## src/rtl/counter_pkg.sv

```systemverilog
// Shared definitions for the timing-datapath counters (up-counter and
// down-counter timer): default width and the timer state encoding.
package counter_pkg;

  // Default counter width shared by the up- and down-counters.
  localparam int COUNTER_WIDTH = 4;

  // Timer states, held in a 2-bit encoded register.
  typedef enum logic [1:0] {
    ST_IDLE   = 2'b00,
    ST_RUN    = 2'b01,
    ST_EXPIRE = 2'b10
  } state_t;

  // A load of zero has nothing to count down, so it expires immediately.
  function automatic state_t load_state(input logic nonzero);
    return nonzero ? ST_RUN : ST_EXPIRE;
  endfunction

endpackage

```

## src/rtl/down_counter_timer.sv

```systemverilog
// Loadable down-counter / timer. A load event copies load_val into count
// and starts the run; count decrements once per clock and out pulses for
// exactly one cycle when it reaches zero. With reload held high at expiry
// the timer restarts from load_val, giving a period of load_val+1 cycles.
module down_counter_timer
  import counter_pkg::*;
#(
  parameter int WIDTH = COUNTER_WIDTH
) (
  input  logic             clk,
  input  logic             rst,
  input  logic [WIDTH-1:0] load_val,
  input  logic             start,
  input  logic             pause,
  input  logic             reload,
  output logic [WIDTH-1:0] count,
  output logic             out,
  output logic             busy
);

  state_t           state;
  logic             load_nonzero;
  logic [WIDTH-1:0] one;

  assign load_nonzero = (load_val != '0);
  assign one          = {{(WIDTH-1){1'b0}}, 1'b1};

  // State and count register: start wins over everything, otherwise the
  // current state decides between hold, decrement, expiry and reload.
  always_ff @(posedge clk or negedge rst) begin
    if (!rst) begin
      state <= ST_IDLE;
      count <= '0;
    end else if (start) begin
      state <= load_state(load_nonzero);
      count <= load_val;
    end else begin
      case (state)
        ST_IDLE: begin
          // Hold: count keeps its last value (0 after an expiry).
        end
        ST_RUN: begin
          if (!pause) begin
            // count <= 1 also covers a zero count defensively so the
            // counter can never wrap to all-ones.
            if (count > one) begin
              count <= count - one;
            end else begin
              count <= '0;
              state <= ST_EXPIRE;
            end
          end
        end
        ST_EXPIRE: begin
          // Pause is ignored here: the pulse lasts exactly one cycle.
          if (reload) begin
            state <= load_state(load_nonzero);
            count <= load_val;
          end else begin
            state <= ST_IDLE;
            count <= '0;
          end
        end
        default: begin
          state <= ST_IDLE;
          count <= '0;
        end
      endcase
    end
  end

  // Outputs decoded purely from the state register.
  assign out  = (state == ST_EXPIRE);
  assign busy = (state != ST_IDLE);

endmodule

```

## config.mk

```make
export PLATFORM = sky130hd
export DESIGN_NAME = down_counter_timer
export DESIGN_NICKNAME = d
export VERILOG_FILES = /design/src/rtl/counter_pkg.sv /design/src/rtl/down_counter_timer.sv
export SDC_FILE = /design/constraint.sdc
export NUM_CORES = 1
export LEC_CHECK = 0
export CORE_AREA = 3 3 40 42
export CTS_CLUSTER_SIZE = 24
export DETAILED_ROUTE_END_ITERATION = 12
export DIE_AREA = 0 0 43 45
export PLACE_DENSITY_LB_ADDON = 0.12
export RECOVER_POWER = 50
export SYNTH_ARGS = -nofsm -noshare
export SYNTH_HDL_FRONTEND = slang
export SYNTH_SLANG_ARGS = --single-unit
```

## constraint.sdc

```tcl
create_clock -name clk -period 3.3 [get_ports clk]
set_input_delay 0.495 -clock clk [delete_from_list [all_inputs] [get_ports clk]]
set_output_delay 0.495 -clock clk [all_outputs]
set_load 0.01 [all_outputs]
```

* Word-level counts from Yosys, hierarchy flattened
Index checks and enable logic that the tools add are counted.
Operators by class: reduce and logical (&&, ||, !) cells 5, mux-type cells 11, order comparisons 1, equal/unequal tests 5, add/sub/neg operators 1
Operators by type and width (number):
- $mux 4 | 4
- $pmux 4 s3 | 1
- $mux 2 | 5
- $ne 3x3->1 const B | 2
- $pmux 2 s3 | 1
- $gt 4x1->1 const B | 1
- $reduce_bool 4->1 | 1
- $sub 4x1->4 const B | 1
- $reduce_and 3->1 | 1
- $eq 2x1->1 const B | 1
- $eq 2x2->1 const B | 1
- $logic_not 2->1 | 1
- $ne 2x2->1 const B | 1
- $reduce_and 2->1 | 1
- $reduce_bool 2->1 | 1
Word-level totals: register bits 6, logic and storage cells 25, output and inout bits 6, input port bits 9

* Longest topological paths before layout
depth in word-level cells 5, gate-level depth with buffers 6, depth with buffers taken out 6

* Worst setup path before layout
No wires, ideal clock.
kind reg2reg, start register count[0], end register count[2], path slack 1.797 ns, setup time 0.127 ns, stages on the path, launching flop included 7, required time 3.173 ns, path buffers 0, data arrival time 1.376 ns, cell sequence dfrtp_1 -> inv_1 -> ha_1 -> nor2_1 -> o311ai_2 -> a2bb2oi_1 -> o2bb2ai_1
On the way: cells in the longest elaborated chain, start to end 5, elaborated cells on any way between the ends 6
Ends and longest elaborated chain:
- start, declared | RTL line down_counter_timer.sv:16 | output logic [WIDTH-1:0] count,
- start signal, assigned | RTL line down_counter_timer.sv:36 | count <= load_val;
- start signal, assigned | RTL line down_counter_timer.sv:47 | count <= count - one;
- start signal, assigned | RTL line down_counter_timer.sv:58 | count <= load_val;
- $sub 4x1->4 / $gt 4x1->1 (equally long branches) | RTL line down_counter_timer.sv:47, down_counter_timer.sv:46
- $mux 4 * | RTL line down_counter_timer.sv:46 | if (count > one) begin
- $mux 4 * | RTL line down_counter_timer.sv:43 | if (!pause) begin
- $pmux 4 s3 * | RTL line down_counter_timer.sv:38 | case (state)
- $mux 4 * | RTL line down_counter_timer.sv:34 | end else if (start) begin
Mark *: on every way between the ends. The rest lies on a longest branch, timed or not. The select of a mux whose other input is x is not followed. A chain may end at the register's enable or synchronous reset.

* Worst setup path after layout
start register state[0], end output out
On the way: cells in the longest elaborated chain, start to end 1
Ends and longest elaborated chain:
- start, declared | RTL line down_counter_timer.sv:21 | state_t state;
- start signal, assigned | RTL line down_counter_timer.sv:35 | state <= load_state(load_nonzero);
- start signal, assigned | RTL line down_counter_timer.sv:57 | state <= load_state(load_nonzero);
- $eq 2x2->1 | RTL line down_counter_timer.sv:73 | assign out = (state == ST_EXPIRE);
- end, declared | RTL line down_counter_timer.sv:17 | output logic out,
Every way passes these cells.

==> impl_metrics.csv <==
group,metric,value,unit
yosys,synth_seq_cells,6,
clock_network,clk_pin_slew,0.05,ns
power,pwr_density_cell,896,nW/um^2
floorplanning,core.rowCount,13,
place,dp_hpwl,901,um
layout,layout-drive-gt1-share,0.131,
grt,grt.met3_usage,0.0598,
clock_network,post_cts_resized,0,
yosys,synth_cell_types,25,
drt,via_per_inst,5.82,
clock_network,post_cts_buffers,0,
clock_network,cts_made_buffers,3,
clock_network,cts_tree,"yes",
worst_setup_path,crit_slowest_cell,"clkdlybuf4s50_1",
floorplanning,core_area,1280,um^2
grt,met1_usage,0.173,
layout,nets,77,
floorplanning,start_util,0.353,
timing,maxSlewHeadroom,0.679,
timing,slew_violations,0,
power,vdd_drop_max,0.431,mV
grt,grt_pass1_wl,1.96,mm
timing,hold_viol_final,0,
worst_setup_path,endpoint,"out",
timing,fin_skew,0.0138,ns
timing,final.setup.tns,0,ns
layout,multi_input_area,282,um^2
yosys,synthCells,44,
timing,fmax,501,MHz
floorplanning,fp.dieW,43,um
floorplanning,die_area,1940,um^2
drt,first_pass_iters,4,
timing,min_period,1.99,ns
hold_path,hold_depth,2,
clock_network,clk_latency,0.25,ns
yosys,seq_area_frac_synth,0.331,
layout,final-seq-area,150,um^2
layout,area_delta_synth_final,39.1,%
status,outcome,"complete, no violations",
place,pre_cts_slack,1.45,ns
worst_setup_path,r2r_slack,1.59,ns
power,power.switching,0.000236,W
power,pwr-share-clk,0.119,
drt,postRouteAntennaNets,0,
yosys,synth_fp_nets,58,
timing,setup_ws,1.31,ns
clock_network,clockBufferDepth,2,
worst_setup_path,required,2.80,ns
clock_network,h-tree-depth,1,
worst_setup_path,r2r_end,"count[3]",
timing,min_period_over_period,0.605,
floorplanning,ioPinCount,15,
floorplanning,fp.dieH,45,um
layout,mostFrequentLayoutCells,"12 x clkdlybuf4s50_1, 6 x dfrtp_1, 5 x inv_1, 5 x ha_1, 4 x a2bb2oi_1",
yosys,synth_area,454,um^2
yosys,synth_edf_count,0,
grt,grt_pass1_vias,423,
worst_setup_path,crit_fanout,3,
worst_setup_path,cp_slowest_stage_delay,0.55,ns
worst_setup_path,startpoint,"state[0]",
layout,diodes,0,
place,numPortBuffers,14,
clock_network,clock-root-buffer,"clkbuf_4",
layout,fin_area,632,um^2
drt,drcViolationCount,0,
grt,grt_usage,0.141,
worst_setup_path,start_kind,"register",
layout,n_fill_cell,126,
worst_setup_path,crit_path_end_kind,"output port",
power,switching_share,0.417,
grt,grt_busiest_layer,"met2",
grt,grt_overflow,0,
power,combPwrFrac,0.626,
power,leakagePower,0.269,nW
grt,grt_max_degree,8,
hold_path,hold_class,"register to register",
power,p_total,0.000566,W
timing,worst_pin_slew,0.481,ns
grt,grtUsageMet2,0.213,
yosys,async_flop_share,1.00,
drt,wirelength,1.20,mm
yosys,yosys_most_used_dff,"dfrtp_1",
run,max_cap_violations,0,
timing,finalSetupViolations,0,
worst_setup_path,rr_worst_depth,6,
place,routabilityCongestion,0.721,
worst_setup_path,r2r-start,"count[0]",
place,place_area,613,um^2
drt,drtIter0Drc,9,
worst_setup_path,worstPathCellList,"inv_1, ha_1, clkdlybuf4s50_1",
grt,antenna_found_initial,0,
clock_network,hold_buffers,0,
layout,layout_commonest_cell,"clkdlybuf4s50_1",
drt,vias,442,
timing,grt_setup_unrepaired,"false",
drt,post_drt_wl_per_cell,15.8,um
worst_setup_path,crit_arrival,1.50,ns
power,internal_power,0.000330,W
power,pwr-share-seq,0.255,
clock_network,clock-sinks,6,
timing,fin_hold_ws,0.560,ns
yosys,synth-warning-count,0,
yosys,synth.avg_cell_area,10.3,um^2
worst_setup_path,worstSetupPathType,"register to output port",
-- state kept, by name (all words and copies together) (netlist names) --
name and flops:
count 4, state 2
-- cells in the mapped netlist, types with 2 or more instances --
cell type | n | share of area
a2bb2oi_1 | 4 | 0.077
dfrtp_1 | 6 | 0.33
ha_1 | 5 | 0.14
inv_1 | 5 | 0.041
mux2i_1 | 2 | 0.044
o22ai_1 | 2 | 0.028
o2bb2ai_1 | 2 | 0.039
-- how the worst min path moves through the flow --
stage | from | endpoint | slack (ns)
final | count[1] | count[1] | 0.56
after global routing | rst | state[1] | 0.57
after CTS | rst | state[1] | 0.49
after detailed placement | count[1] | count[1] | 0.56
after global placement | count[1] | count[1] | 0.55
after floorplan | rst | count[0] | 0.20
-- metal layers --
metal  up-vias  wire [um]  part of all wire
met3         4         88             0.073
met4         0         21             0.017
met1       212        548              0.46
met5         -          0                 0
li1        207          -                 -
met2        19        542              0.45
-- through the flow --
| stage | cells | utilization |
|---|---|---|
| 3_5_place_dp | 73 | 0.477 |
| 2_1_floorplan | 44 | - |
| 4_1_cts | 76 | 0.495 |
| 3_3_place_gp | 73 | 0.477 |
| 6_report | 76 | 0.492 |
| 5_1_grt | 76 | 0.492 |
-- critical path, delay by kind of cell (launching register included) --
kind | cells | cell delay, ns
flip-flops | 1 | 0.38
adder cells (fa/ha/maj) | 1 | 0.22
buffers and inverters | 2 | 0.65
-- power by group through the flow --
stage	registers, W	logic [W]	clock network [W]
after floorplan	0.000146	0.000228	0
after global placement	0.000143	0.000359	0
after detailed placement	0.000144	0.000356	0
after CTS	0.000144	0.000360	0.0000714
after global routing	0.000153	0.000383	0.0000730
final	0.000144	0.000354	0.0000676
-- cell type report --
cell class	instances	share of cell area
Clock buffer	3	0.0356
Inverter	5	0.0297
Multi-Input combinational cell	33	0.446
Sequential cell	6	0.238
Tap cell	15	0.0297
Timing Repair Buffer	14	0.222
-- logic make-up after synthesis --
logic type / after synthesis / share of synthesized area
compound gates: 17 / 0.311
fa+ha+maj: 5 / 0.138
buf+inv: 5 / 0.0413
flops: 6 / 0.331
mux: 2 / 0.0441
simple gates: 9 / 0.135
No activity file was read; power rests on OpenSTA's default activity.
